`src/rtl/gates_pkg.sv`:
```
// -----------------------------------------------------------------------------
// gates_pkg
// Shared definitions for the switch debouncer:
//   - deb_state_e            : 2-bit per-channel debounce FSM state
//   - DEBOUNCE_CYCLES_DEFAULT: default number of sampled edges a new level
//                              must hold before it is accepted
// -----------------------------------------------------------------------------
package gates_pkg;

    localparam int DEBOUNCE_CYCLES_DEFAULT = 16;

    typedef enum logic [1:0] {
        STABLE_LO = 2'd0,
        WAIT_HI   = 2'd1,
        STABLE_HI = 2'd2,
        WAIT_LO   = 2'd3
    } deb_state_e;

endpackage : gates_pkg

```
`src/rtl/debounce_channel.sv`:
```
// -----------------------------------------------------------------------------
// debounce_channel
// One debounced switch channel: 2-flop synchroniser, 4-state debounce FSM
// with a consecutive-sample counter, and a registered clean level.
// Optional macro SWITCH_DEBOUNCE_EDGE_EN adds registered one-cycle rise/fall
// pulses aligned with the level change.
//
// Ports:
//   clk_i   : clock, rising-edge
//   rst_ni  : asynchronous active-low reset
//   raw_i   : unsynchronised bouncing switch level
//   level_o : clean debounced level (flop output)
//   rise_o  : one-cycle pulse when level_o rises   (SWITCH_DEBOUNCE_EDGE_EN)
//   fall_o  : one-cycle pulse when level_o falls   (SWITCH_DEBOUNCE_EDGE_EN)
// -----------------------------------------------------------------------------
module debounce_channel
    import gates_pkg::*;
#(
    parameter int DEBOUNCE_CYCLES = DEBOUNCE_CYCLES_DEFAULT,
    parameter int CNT_W           = $clog2(DEBOUNCE_CYCLES + 1)
) (
    input  logic clk_i,
    input  logic rst_ni,
    input  logic raw_i,
    output logic level_o
`ifdef SWITCH_DEBOUNCE_EDGE_EN
    ,
    output logic rise_o,
    output logic fall_o
`endif
);

    localparam logic [CNT_W-1:0] CNT_ZERO   = {CNT_W{1'b0}};
    localparam logic [CNT_W-1:0] CNT_ONE    = CNT_W'(1);
    localparam logic [CNT_W-1:0] CNT_TARGET = CNT_W'(DEBOUNCE_CYCLES);

    logic             sync1_q;
    logic             sync2_q;
    deb_state_e       state_q;
    deb_state_e       state_d;
    logic [CNT_W-1:0] cnt_q;
    logic [CNT_W-1:0] cnt_d;
    logic [CNT_W-1:0] cnt_inc;
    logic             level_q;
    logic             level_d;

    // Two-flop synchroniser; nothing downstream ever sees raw_i directly.
    always_ff @(posedge clk_i or negedge rst_ni) begin
        if (!rst_ni) begin
            sync1_q <= 1'b0;
            sync2_q <= 1'b0;
        end else begin
            sync1_q <= raw_i;
            sync2_q <= sync1_q;
        end
    end

    assign cnt_inc = cnt_q + CNT_ONE;

    // Debounce FSM next-state, counter and level logic.
    always_comb begin
        state_d = state_q;
        cnt_d   = cnt_q;
        level_d = level_q;
        case (state_q)
            STABLE_LO: begin
                if (sync2_q) begin
                    state_d = WAIT_HI;
                    cnt_d   = CNT_ONE;
                end else begin
                    cnt_d   = CNT_ZERO;
                end
            end
            WAIT_HI: begin
                if (sync2_q) begin
                    // Accept on the edge where the count would hit the target,
                    // so the counter never holds DEBOUNCE_CYCLES itself.
                    if (cnt_inc == CNT_TARGET) begin
                        state_d = STABLE_HI;
                        cnt_d   = CNT_ZERO;
                        level_d = 1'b1;
                    end else begin
                        cnt_d   = cnt_inc;
                    end
                end else begin
                    state_d = STABLE_LO;
                    cnt_d   = CNT_ZERO;
                end
            end
            STABLE_HI: begin
                if (!sync2_q) begin
                    state_d = WAIT_LO;
                    cnt_d   = CNT_ONE;
                end else begin
                    cnt_d   = CNT_ZERO;
                end
            end
            WAIT_LO: begin
                if (!sync2_q) begin
                    if (cnt_inc == CNT_TARGET) begin
                        state_d = STABLE_LO;
                        cnt_d   = CNT_ZERO;
                        level_d = 1'b0;
                    end else begin
                        cnt_d   = cnt_inc;
                    end
                end else begin
                    state_d = STABLE_HI;
                    cnt_d   = CNT_ZERO;
                end
            end
            default: begin
                state_d = STABLE_LO;
                cnt_d   = CNT_ZERO;
                level_d = 1'b0;
            end
        endcase
    end

    // FSM state, counter and clean level registers.
    always_ff @(posedge clk_i or negedge rst_ni) begin
        if (!rst_ni) begin
            state_q <= STABLE_LO;
            cnt_q   <= CNT_ZERO;
            level_q <= 1'b0;
        end else begin
            state_q <= state_d;
            cnt_q   <= cnt_d;
            level_q <= level_d;
        end
    end

    assign level_o = level_q;

`ifdef SWITCH_DEBOUNCE_EDGE_EN
    logic rise_q;
    logic fall_q;

    // Edge pulses registered on the same edge the level flop changes.
    always_ff @(posedge clk_i or negedge rst_ni) begin
        if (!rst_ni) begin
            rise_q <= 1'b0;
            fall_q <= 1'b0;
        end else begin
            rise_q <= level_d & ~level_q;
            fall_q <= ~level_d & level_q;
        end
    end

    assign rise_o = rise_q;
    assign fall_o = fall_q;
`endif

endmodule : debounce_channel

```
`src/rtl/switch_debounce.sv`:
```
// -----------------------------------------------------------------------------
// switch_debounce
// Two independent debounced switch channels (A and B) feeding a downstream
// two-input gate. Each channel is a debounce_channel instance.
// Optional macro SWITCH_DEBOUNCE_EDGE_EN adds the A/B rise/fall pulse ports.
//
// Ports:
//   CLK            : clock, rising-edge
//   RST_N          : asynchronous active-low reset
//   A_RAW, B_RAW   : raw bouncing switch levels
//   A, B           : clean debounced levels (flop outputs)
//   A_RISE, A_FALL,
//   B_RISE, B_FALL : one-cycle edge pulses (SWITCH_DEBOUNCE_EDGE_EN only)
// -----------------------------------------------------------------------------
module switch_debounce
    import gates_pkg::*;
#(
    parameter int DEBOUNCE_CYCLES = DEBOUNCE_CYCLES_DEFAULT,
    parameter int CNT_W           = $clog2(DEBOUNCE_CYCLES + 1)
) (
    input  logic CLK,
    input  logic RST_N,
    input  logic A_RAW,
    input  logic B_RAW,
    output logic A,
    output logic B
`ifdef SWITCH_DEBOUNCE_EDGE_EN
    ,
    output logic A_RISE,
    output logic A_FALL,
    output logic B_RISE,
    output logic B_FALL
`endif
);

    debounce_channel #(
        .DEBOUNCE_CYCLES (DEBOUNCE_CYCLES),
        .CNT_W           (CNT_W)
    ) u_chan_a (
        .clk_i   (CLK),
        .rst_ni  (RST_N),
        .raw_i   (A_RAW),
        .level_o (A)
`ifdef SWITCH_DEBOUNCE_EDGE_EN
        ,
        .rise_o  (A_RISE),
        .fall_o  (A_FALL)
`endif
    );

    debounce_channel #(
        .DEBOUNCE_CYCLES (DEBOUNCE_CYCLES),
        .CNT_W           (CNT_W)
    ) u_chan_b (
        .clk_i   (CLK),
        .rst_ni  (RST_N),
        .raw_i   (B_RAW),
        .level_o (B)
`ifdef SWITCH_DEBOUNCE_EDGE_EN
        ,
        .rise_o  (B_RISE),
        .fall_o  (B_FALL)
`endif
    );

endmodule : switch_debounce

```
`config.mk`:
```
export PLATFORM = sky130hd
export DESIGN_NAME = switch_debounce
export DESIGN_NICKNAME = d
export VERILOG_FILES = /design/src/rtl/gates_pkg.sv /design/src/rtl/debounce_channel.sv /design/src/rtl/switch_debounce.sv
export SDC_FILE = /design/constraint.sdc
export NUM_CORES = 1
export LEC_CHECK = 0
export ABC_AREA = 1
export CORE_MARGIN = 3
export CORE_UTILIZATION = 51
export CTS_BUF_LIST = sky130_fd_sc_hd__clkbuf_2
export DETAILED_ROUTE_END_ITERATION = 7
export PLACE_DENSITY = 0.73
export SETUP_SLACK_MARGIN = 0.05
export SYNTH_ARGS = -nofsm -noshare
export SYNTH_HDL_FRONTEND = slang
export SYNTH_SLANG_ARGS = --single-unit
```
`constraint.sdc`:
```
create_clock -name CLK -period 2.9 [get_ports CLK]
set_input_delay 0.58 -clock CLK [delete_from_list [all_inputs] [get_ports CLK]]
set_output_delay 0.58 -clock CLK [all_outputs]
set_load 0.02 [all_outputs]
```
# == Yosys cells after proc, flatten, opt, wreduce, memory -nomap -nowiden ==
# Cells that the tools add are included.
# totals
ff_bits,20
input_bits,4
out_inout_bits,2
wordCells,80
# op_classes
addsub,2
n_eq_ne,24
muxes,36
n_reduce_logical,8
# op_table
cell,n
$pmux W5 S4,2
$mux W5,6
$mux W2,12
$ne A2 B1 Y1 const B,8
$pmux W2 S4,2
$mux W1,12
$add A5 B1 Y5 const B,2
$eq A5 B5 Y1 const B,2
$reduce_and A5 Y1,2
$eq A2 B2 Y1 const B,4
$ne A2 B2 Y1 const B,4
$reduce_and A4 Y1,2
$ne A3 B1 Y1 const B,2
$ne A3 B3 Y1 const B,2
$eq A2 B1 Y1 const B,2
$logic_not A2 Y1,2
$pmux W1 S2,2
$reduce_bool A2 Y1,2

# == Logic depth before layout (Yosys ltp) ==
# Gate-level depths: netlist of the first run.
# depth
depth_word,5
mapped_depth,9
depth_no_buf,9

# == Hierarchy ==
# Synthesis of the first run repeated with hierarchy kept, for this count alone.
# unflattened
hier_cells,98
area_unflattened_um2,895.9
# by_module_without_submodules
module,instances,cells_each,area_each_um2,seq_area_each_um2
debounce_channel,2,49,447.9,250.2

# == Worst setup path before layout of the first run ==
# Ideal clock, no wire load.
# synth_timing
kind,reg-to-reg
start,register u_chan_a.cnt_q[0]
end,register u_chan_a.state_q[0]
setup_time_ns,0.134
arrival_ns,1.127
required_ns,2.766
setup_slack_ns,1.639
path_stages_with_launch,8
path_buffers,0
synth_period_minus_slack_ns,1.261
cell_sequence,dfrtp_1 -> ha_1 -> nand2_2 -> inv_2 -> nand3_1 -> nand2_2 -> nor2_2 -> a21oi_1
# synth_between
elab_chain_cells,4
elab_cells_between_ends,5
cone_classes,1 x add/sub; 3 x eq/ne; 1 x reduce/logical
# synth_lines
element,line_no,text
start: declaration,debounce_channel.sv:41,logic [CNT_W-1:0] cnt_q;
start signal: assignment,debounce_channel.sv:128,cnt_q <= cnt_d;
$add A5 B1 Y5 *,debounce_channel.sv:58,assign cnt_inc = cnt_q + CNT_ONE;
$eq A5 B5 Y1 *,"debounce_channel.sv:78, debounce_channel.sv:100",
$ne A3 B1 Y1 (no line) or $ne A3 B3 Y1 (tied branches),n/a,
$reduce_and A4 Y1 (no line) *,n/a,
end signal: assignment,debounce_channel.sv:127,state_q <= state_d;
end: declaration,debounce_channel.sv:39,deb_state_e state_q;
# Mark *: on every way between the ends. The rest lies on a longest branch, timed or not.
# A chain may end at the register's enable or synchronous reset.

# == Worst setup path in the final report of the first run ==
# layout_timing
start,register u_chan_a.level_q (netlist: u_chan_a.level_o)
end,output A
# layout_rtl
element,line_no,text
start: declaration,debounce_channel.sv:44,logic level_q;
start signal: assignment,debounce_channel.sv:129,level_q <= level_d;
end: declaration,switch_debounce.sv:25,"output logic A,"
# No word-level cell between the ends.

==> impl_metrics.env, run 1 <==
export IMPL_avgViaCountPerCell=4.845
export IMPL_grt_pass1_wl_mm=2.304
export IMPL_power_switching_w=0.00009617
export IMPL_synthAdderAreaFrac_pct=2.766
export IMPL_hold_violations=0
export IMPL_tns_ns=0
export IMPL_portBuffers=5
export IMPL_drive_gt1_share_pct=20.00
export IMPL_cts_tree="built"
export IMPL_met2_length_um=580
export IMPL_grt_max_degree=21
export IMPL_clockPowerShare_pct=24.6
export IMPL_core_mm2=0.001594
export IMPL_vdd_drop_max_mv=0.2866
export IMPL_cellLeakagePower_nw=0.4625
export IMPL_syn2layout_area_growth_pct=10.51
export IMPL_crit_required_ns=2.32
export IMPL_slew_headroom_pct=43.86
export IMPL_num_nets_final=113
export IMPL_syn_area_um2=904.6
export IMPL_cap_violations=0
export IMPL_critPathMaxFanout=2
export IMPL_ys_top_cells_by_area="dfrtp_1, nand3_1, nand2_1, nor2_2, a21oi_1"
export IMPL_drtIter0Drc=12
export IMPL_fin_hold_ws_ns=0.3774
export IMPL_start_kind="register"
export IMPL_antenna_found_initial=0
export IMPL_synth_top_family_by_area="simple AND/OR/NAND/NOR gates"
export IMPL_p_seq_share_pct=70.0
export IMPL_cp_endpoint="A"
export IMPL_fp_row_count=14
export IMPL_htreeDepth=1
export IMPL_netlist_cell_type_count=17
export IMPL_path_class="reg2out"
export IMPL_synth_mux_area_share_pct=0
export IMPL_post_drt_wl_per_cell_um=10.22
export IMPL_synth_xor_area_share_pct=2.905
export IMPL_r2r_end="u_chan_a.level_o"
export IMPL_swShare_pct=22.88
export IMPL_clk_pin_slew_ns=0.17
export IMPL_power_density_mw_per_mm2=420.6
export IMPL_synthCells=97
export IMPL_critPathSlowestCell="clkdlybuf4s50_1"
export IMPL_synth_area_per_cell_um2=9.326
export IMPL_drt_wl_total_mm=1.319
export IMPL_clockBufferDepth=2
export IMPL_ff2ff_path_depth=8
export IMPL_synth_area_leader_cell="dfrtp_1"
export IMPL_grt_pass1_vias=567
export IMPL_critPathTopFamily="buffers and inverters"
export IMPL_synth_simple_area_share_pct=29.74
export IMPL_synth_seq_area_share_pct=55.33
export IMPL_fmax_mhz=535.1
export IMPL_clock_latency_ns=0.30
export IMPL_route_detailed_drc=0
export IMPL_setup_violations=0
export IMPL_io_pins=6
export IMPL_slowest_delay_ns=0.61
export IMPL_finalClockSkew_ns=0.01168
export IMPL_die_area_mm2=0.002315
export IMPL_routabilityCongestion=0.7027
export IMPL_path_cells="clkdlybuf4s50_1"
export IMPL_syn_num_nets=103
export IMPL_diodes=0
export IMPL_p_int_w=0.0003243
export IMPL_die_w_um=48.12
export IMPL_grt_use_total_pct=14.30
export IMPL_nFillCells=148
export IMPL_wl_met1_um=673
export IMPL_clock_sinks=20
export IMPL_combPwrFrac_pct=5.4
export IMPL_ff2ff_setup_slack_ns=1.46
export IMPL_critical_path_buf_inv_count=1
export IMPL_ys_ff_latch=20
export IMPL_synth_compound_area_share_pct=3.873
export IMPL_synth_top_cell_area_share_pct=55.33
export IMPL_min_delay_path_class="reg2reg"
export IMPL_root_buffer="clkbuf_2"
export IMPL_numCtsBuffers=3
export IMPL_crit_cells=1
export IMPL_rsz0062_at_grt="false"
export IMPL_yosysWarnings=0
export IMPL_top_layer="met4"
export IMPL_grt_remaining_overflow=0
export IMPL_status="completed"
export IMPL_post_cts_setup_buffers=0
export IMPL_placed_cell_area_um2=984.7
export IMPL_crit_start="u_chan_a.level_o"
export IMPL_vias=625
export IMPL_timing_final_crit_period_ns=1.869
export IMPL_drt_first_pass_iters=4
export IMPL_ant_nets=0
export IMPL_worstPathArrival_ns=1.29
export IMPL_hpwlAfterDp_mm=1.026
export IMPL_fin_area_um2=999.7
export IMPL_postCtsHoldBufs=0
export IMPL_r2r_start="u_chan_a.cnt_q[0]"
export IMPL_period_share_pct=64.44
export IMPL_die_h_um=48.12
export IMPL_worst_slew_pin_slew_ns=0.8394
export IMPL_start_util_pct=56.75
export IMPL_end_kind="primary output"
export IMPL_post_cts_resized=0
export IMPL_slew_viol_final=0
export IMPL_routed_wl_met3_um=52
logic make-up after synthesis:
| family | Yosys count |
|---|---|
| AOI/OAI and AO/OA | 7 |
| xor gates and xnor gates | 3 |
| adders and majority gates | 2 |
| buffers and inverters | 13 |
| DFF | 20 |
| and+or+nand+nor | 52 |
flip-flops by register name, indices dropped and copies added (netlist names), named ones only:
signal / cells
u_chan_a.cnt_q: 5
u_chan_a.level_o: 1
u_chan_a.state_q: 1
u_chan_a.sync1_q: 1
u_chan_a.sync2_q: 1
u_chan_b.cnt_q: 5
u_chan_b.level_o: 1
u_chan_b.state_q: 1
u_chan_b.sync1_q: 1
u_chan_b.sync2_q: 1
cell type report:
cell class	count	area [µm²]	area share, %
Tap cell	24	30.03	3.004
Sequential cell	20	500.5	50.06
Multi-Input combinational cell	64	355.3	35.54
Timing Repair Buffer	5	50.05	5.006
Clock buffer	3	15.01	1.502
Inverter	13	48.80	4.881
cell usage after synthesis (all sizes together):
| library cell | instances |
|---|---|
| nor2 | 10 |
| nand4 | 2 |
| nand3 | 16 |
| xnor2 | 3 |
| o21ai | 1 |
| nor3 | 3 |
| a21oi | 6 |
| dfrtp | 20 |
| nand2 | 21 |
| inv | 13 |
| ha | 2 |
placed cells by master (no fill, tap or decap):
cell / Yosys / layout
nand2_1: 17 / 17
nand4_1: 2 / 2
inv_2: 5 / 5
clkdlybuf4s50_1: 0 / 5
nor2_4: 1 / 1
nand3_2: 2 / 2
nor2_2: 5 / 5
clkbuf_2: 0 / 3
inv_1: 8 / 8
xnor2_1: 3 / 3
nor2_1: 4 / 4
nand3_1: 14 / 14
nor3_2: 1 / 1
ha_1: 2 / 2
o21ai_1: 1 / 1
nand2_2: 4 / 4
nor3_1: 2 / 2
dfrtp_1: 20 / 20
a21oi_1: 6 / 6
through the flow:
| step | setup WS (ns) | utilization [%] | power (W) | std cells |
|---|---|---|---|---|
| 3_5_place_dp | 1.208 | 61.77 | 0.0003229 | 126 |
| 5_1_grt | 0.9567 | 62.72 | 0.0004429 | 129 |
| 6_report | 1.031 | 62.72 | 0.0004204 | 129 |
| 2_1_floorplan | 1.639 | - | 0.0003098 | 97 |
| 3_3_place_gp | 1.230 | 61.77 | 0.0003218 | 126 |
| 4_1_cts | 1.024 | 62.72 | 0.0004243 | 129 |
layer usage:
metal,up-vias,global-route usage (%)
li1,333,-
met1,279,19.86
met2,9,22.16
met3,4,3.321
met4,0,4.839
met5,-,0
worst min path at each step:
stage	from	end	slack, ns	cells after the start
after CTS	u_chan_b.sync1_q	u_chan_b.sync2_q	0.38	0
after global routing	u_chan_b.sync1_q	u_chan_b.sync2_q	0.40	0
final	u_chan_a.sync1_q	u_chan_a.sync2_q	0.38	0
after detailed placement	u_chan_a.sync1_q	u_chan_a.sync2_q	0.34	0
after floorplan	RST_N	asynchronous set/reset pin	0.28	0
after global placement	u_chan_b.sync1_q	u_chan_b.sync2_q	0.34	0
power groups by stage:
stage,logic (W),registers [W],clock network (W)
floorplan,0.0000121,0.000298,0
global placement,0.0000229,0.000299,0
detailed placement,0.0000236,0.000299,0
CTS,0.0000236,0.000294,0.000107
global route,0.0000268,0.000296,0.000120
finish,0.0000228,0.000294,0.000104
Power figures use the tool's default switching activity.
==> inputs of run 2 (changes only) <==
PLACE_DENSITY = 0.76   (was 0.73)
clock period = 1.5 ns   (was 2.9 ns; I/O delays follow)
==> run 2 against run 1 <==
  * Clock power rose to 3.8 times the previous value
  * Largest cell class unchanged
  * Worst hold slack lost 0.18 ns
  * Critical path type unchanged
  * Clock-buffer cell count did not move
  * Critical path depth stayed put
==> impl_metrics.env, run 2 (same netlist as run 1, synthesis figures left out) <==
export IMPL_status="completed"
export IMPL_p_int_w=0.0008136
export IMPL_cellLeakagePower_nw=0.5155
export IMPL_critPathSlowestCell="dfrtp_1"
export IMPL_end_kind="primary output"
export IMPL_antenna_found_initial=0
export IMPL_portBuffers=5
export IMPL_grt_use_total_pct=15.63
export IMPL_clockPowerShare_pct=38.8
export IMPL_clock_sinks=20
export IMPL_grt_remaining_overflow=0
export IMPL_route_detailed_drc=0
export IMPL_vdd_drop_max_mv=0.6116
export IMPL_period_share_pct=91.04
export IMPL_fp_row_count=14
export IMPL_avgViaCountPerCell=4.933
export IMPL_power_density_mw_per_mm2=942.4
export IMPL_path_cells="dlygate4sd2_1"
export IMPL_top_regs="u_chan_a.cnt_q x5, u_chan_b.cnt_q x5"
export IMPL_power_switching_w=0.0002111
export IMPL_final_cell_mix="dfrtp_1, nand2_1, nand3_1"
export IMPL_die_w_um=48.12
export IMPL_postCtsHoldBufs=0
export IMPL_finalClockSkew_ns=0.01442
export IMPL_routabilityCongestion=0.7622
export IMPL_die_area_mm2=0.002315
export IMPL_num_nets_final=118
export IMPL_syn2layout_area_growth_pct=20.19
export IMPL_root_buffer="clkbuf_2"
export IMPL_worst_slew_pin_slew_ns=0.3215
export IMPL_slew_viol_final=0
export IMPL_hpwlAfterDp_mm=1.060
export IMPL_numCtsBuffers=3
export IMPL_ff2ff_setup_slack_ns=0.17
export IMPL_total_power_w=0.001025
export IMPL_drt_wl_total_mm=1.421
export IMPL_worstPathArrival_ns=1.07
export IMPL_crit_required_ns=1.20
export IMPL_drtIter0Drc=7
export IMPL_grt_pass1_wl_mm=2.484
export IMPL_min_delay_path_class="in2async"
export IMPL_critPathTopFamily="flip-flops"
export IMPL_setup_violations=0
export IMPL_critical_path_buf_inv_count=1
export IMPL_post_drt_wl_per_cell_um=10.53
export IMPL_drt_first_pass_iters=4
export IMPL_grt_pass1_vias=630
export IMPL_grt_max_degree=18
export IMPL_p_seq_share_pct=55.4
export IMPL_vias=666
export IMPL_layout_commonest_cell="dfrtp_1"
export IMPL_swShare_pct=20.60
export IMPL_clock_latency_ns=0.32
export IMPL_hold_violations=0
export IMPL_slew_headroom_pct=78.41
export IMPL_diodes=0
export IMPL_slowest_delay_ns=0.43
export IMPL_cts_tree="built"
export IMPL_drive_gt1_share_pct=24.32
export IMPL_clockBufferDepth=2
export IMPL_cap_violations=0
export IMPL_fmax_mhz=732.3
export IMPL_htreeDepth=1
export IMPL_die_h_um=48.12
export IMPL_critPathMaxFanout=2
export IMPL_path_class="reg2out"
export IMPL_tns_ns=0
export IMPL_ant_nets=0
export IMPL_clk_pin_slew_ns=0.20
export IMPL_combPwrFrac_pct=5.8
export IMPL_io_pins=6
export IMPL_timing_final_crit_period_ns=1.366
export IMPL_rsz0062_at_grt="false"
export IMPL_core_mm2=0.001594
export IMPL_start_util_pct=56.75
export IMPL_nFillCells=130
export IMPL_start_kind="register"
==> run 2: cell count changes in the layout (fill, tap and decap cells not counted), sizes merged <==
cell / change
buf: +5
clkdlybuf4s50: -2
dlygate4sd2: +2
bufinv: +1
==> run 2: layout make-up <==
cell class                 instances  area (µm²)  area share (%)
inverter                          13       48.80           4.488
clock inverter                     1       30.03           2.762
multi-input combinational         64       365.4           33.60
tap                               24       30.03           2.762
timing repair buffer              10       97.59           8.976
sequential                        20       500.5           46.03
clock buffer                       3       15.01           1.381
==> run 2: power by group through the flow <==
stage | Combinational, W | Sequential, W | Clock [W]
floorplan | 0.0000235 | 0.000576 | 0
global placement | 0.0000512 | 0.000578 | 0
detailed placement | 0.0000516 | 0.000579 | 0
CTS | 0.0000519 | 0.000569 | 0.000404
global route | 0.0000686 | 0.000570 | 0.000418
finish | 0.0000596 | 0.000568 | 0.000397
==> run 2: through the flow <==
step	setup WS, ns	util (%)	hold slack, ns	cells	instance area [µm²]
after CTS	0.05240	65.70	0.1707	131	1047
after detailed placement	0.1090	63.03	0.3418	127	1005
after global placement	0.1714	63.03	0.3367	127	1005
after floorplan	0.2390	-	0.004409	97	904.6
after global routing	0.04956	68.21	0.1637	135	1087
final	0.1345	68.21	0.2017	135	1087
==> run 2: path summary, 6_finish.rpt <==
| path | from | to | cells past startpoint |
|---|---|---|---|
| setup / recovery | u_chan_a.level_o | A | 1 |
| hold / removal | RST_N | u_chan_b.cnt_q[4] | 1 |
| setup reg to reg | u_chan_b.cnt_q[0] | register | 9 |
| hold reg to reg | u_chan_b.sync1_q | u_chan_b.sync2_q | 0 |
| max in group asynchronous | RST_N | u_chan_a.cnt_q[1] | 2 |
| min in group CLK | u_chan_b.sync1_q | u_chan_b.sync2_q | 0 |
==> run 2: repair_timing <==
item,4_1_cts,5_1_grt
buffers inserted,0,4
gates cloned,0,0
setup endpoints to repair,2,7
gates resized for setup,2,2
pin swaps,0,2
==> run 2: routing by layer <==
metal  routed length, µm  part of all wire, %  vias to the layer above  GRT usage (%)
met5                   0                    0                        -              0
met4                  14                 0.99                        0          6.452
met3                  26                  1.8                        2          3.321
met2                 688                   48                        8          24.54
met1                 692                   49                      316          21.15
li1                    -                    -                      340              -
==> RTL edit: new RTL, flow settings as in run 2 <==
Add a define of `SWITCH_DEBOUNCE_EDGE_EN`.
--- a/src/rtl/debounce_channel.sv
+++ b/src/rtl/debounce_channel.sv
@@ -13,6 +13,8 @@
 //   rise_o  : one-cycle pulse when level_o rises   (SWITCH_DEBOUNCE_EDGE_EN)
 //   fall_o  : one-cycle pulse when level_o falls   (SWITCH_DEBOUNCE_EDGE_EN)
 // -----------------------------------------------------------------------------
+`define SWITCH_DEBOUNCE_EDGE_EN
+
 module debounce_channel
     import gates_pkg::*;
 #(
Function (old outputs only; new: A_FALL, A_RISE, B_FALL and B_RISE): kept (Yosys induction, for registers that start in step).
==> RTL edit against run 2 <==
  * Total power down 3.9%
  * Wire length up 23%
  * Clock skew down 0.011 ns
  * Global-route usage down 0.46 points
  * Sequential cell count up 4
  * Worst setup slack worse by 0.11 ns
  * Area after synthesis up 11%
  * Highest routed layer unchanged
  * Final cell count up 10%
  * Largest power group unchanged
  * Cell area up 19%
==> RTL edit: results (changes against run 2) <==
INFO  metric run_status = finished clean (unchanged)
INFO  metric timing.rr.end = u_chan_a.level_o
INFO  metric grt_use_total = 0.152 (was 0.156)
INFO  metric yosysSeqAreaShare = 0.598 (was 0.553)
INFO  metric crit_fanout = 4 (was 2)
INFO  metric largest_registers = u_chan_a.cnt_q: 5 flops, u_chan_b.cnt_q: 5 flops (unchanged)
INFO  metric start_kind = flop (unchanged)
INFO  metric grt_antenna_before_repair = 0 (unchanged)
INFO  metric drive_gt1_frac = 0.331 (was 0.243)
INFO  metric synth_fp_nets = 108 (was 103)
INFO  metric regToRegStartpoint = u_chan_a.cnt_q[1] (was u_chan_b.cnt_q[0])
INFO  metric totalWireLength = 1.75 mm (was 1.42 mm)
INFO  metric worst_path_max_delay_cell = dfrtp_1 (unchanged)
INFO  metric number_of_global_route_vias_before_repair = 709 (was 630)
INFO  metric yosys.cell_types.count = 20 (was 17)
INFO  metric crit_path_max_incr_delay = 0.46 ns (was 0.43 ns)
INFO  metric power.ir.vdd_worst = 0.000552 V (was 0.000612 V)
INFO  metric rr_worst_depth = 10 (was 9)
INFO  metric grt_max_degree = 25 (was 18)
INFO  metric antennaDiodeCount = 0 (unchanged)
INFO  metric setup.reg_to_reg.worst_slack = 0.02 ns (was 0.17 ns)
INFO  metric place_worst_setup_slack = -0.00370 ns (was 0.109 ns)
INFO  metric starting_drt_drc_count = 9 (was 7)
INFO  metric tightest_slew_margin_relative_to_the_limit = 0.696 (was 0.784)
INFO  metric num-fill-cells = 148 (was 130)
INFO  metric fin_skew = 0.00322 ns (was 0.0144 ns)
INFO  metric grt_pass1_wl = 2.85 mm (was 2.48 mm)
INFO  metric dp_hpwl = 1.11 mm (was 1.06 mm)
INFO  metric numPortBuffers = 9 (was 5)
INFO  metric leakage = 0.670 nW (was 0.515 nW)
INFO  metric gpl.final_weighted_congestion = 0.719 (was 0.762)
INFO  metric dr.pass1.iters = 4 (unchanged)
INFO  metric route.vias.total = 708 (was 666)
INFO  metric final_nets = 131 (was 118)
INFO  metric cts_buffer_depth = 2 (unchanged)
INFO  metric insertion_delay = 0.33 ns
INFO  metric netlist_top_cells_area = dfrtp_1 60%, inv_1 5.6%, nor2_1 5.6% (was dfrtp_1 55%, nand3_1 7.7%, nand2_1 7.1%)
INFO  metric asyncSetResetFlopFracSynth = 1.00 (unchanged)
INFO  metric synth_common_cells = 24 x dfrtp_1, 15 x inv_1, 15 x nor2_1, 14 x nand2_1 (was 20 x dfrtp_1, 17 x nand2_1, 14 x nand3_1, 8 x inv_1, 6 x a21oi_1)
INFO  metric critical_path_arrival = 1.74 ns (was 1.07 ns)
## RTL edit: per-stage QoR
stage / hold WS (ns) / setup TNS (ns) / area, um^2 / cells
2_1_floorplan: 0.00441 / 0 / 1000 / 102
3_3_place_gp: 0.338 / 0 / 1140 / 138
3_5_place_dp: 0.347 / -0.00370 / 1140 / 138
4_1_cts: 0.289 / 0 / 1170 / 144
5_1_grt: 0.306 / -0.292 / 1290 / 149
6_report: 0.280 / 0 / 1290 / 149
## RTL edit: worst max path at each step
stage,endpoint,slack [ns],cells after the start
floorplan,u_chan_b.fall_o,0.13,10
global placement,u_chan_b.fall_o,0.02,10
detailed placement,u_chan_b.fall_o,-0.004,10
CTS,u_chan_a.level_o,0.05,10
global route,u_chan_a.level_o,-0.11,10
finish,u_chan_a.level_o,0.02,10
## RTL edit: layout make-up
cell class | instances | area [um^2] | area share
Clock inverter | 1 | 3.75 | 0.00291
Multi-Input combinational cell | 63 | 425 | 0.330
Inverter | 15 | 58.8 | 0.0456
Sequential cell | 24 | 601 | 0.466
Tap cell | 25 | 31.3 | 0.0242
Timing Repair Buffer | 18 | 155 | 0.120
Clock buffer | 3 | 15.0 | 0.0116
## RTL edit: what timing repair did
item | CTS | global route
buffers inserted | 2 | 5
gates resized for setup | 10 | 22
setup endpoints to repair | 13 | 13
pin swaps | 3 | 6
## RTL edit: kinds of logic after synthesis
| group | synth area share |
|---|---|
| compound gates | 0.0598 |
| fa+ha+maj | 0.0249 |
| simple gates | 0.244 |
| xor+xnor | 0.0174 |
| buf+inv | 0.0560 |
| flops | 0.598 |
## RTL edit: metal layers
metal | wire [um] | vias to the layer above | track usage
met5 | 0 | - | 0
met4 | 39 | 0 | 0.0942
met3 | 39 | 4 | 0.0178
met2 | 909 | 10 | 0.243
met1 | 762 | 332 | 0.196
li1 | - | 362 | -
## RTL edit: power by group
group          leakage, nW  internal (mW)  switching [mW]
Clock               0.0140         0.0580           0.182
Sequential           0.317          0.663          0.0117
Combinational        0.339         0.0330          0.0369
Total                0.670          0.754           0.231
## RTL edit: worst max-delay path, delay by kind of cell, from the launching register on
kind	cells	cell delay [ns]
fa+ha+maj	1	0.17
simple gates	6	0.40
buf+inv	2	0.16
xor+xnor	1	0.21
flops	1	0.46
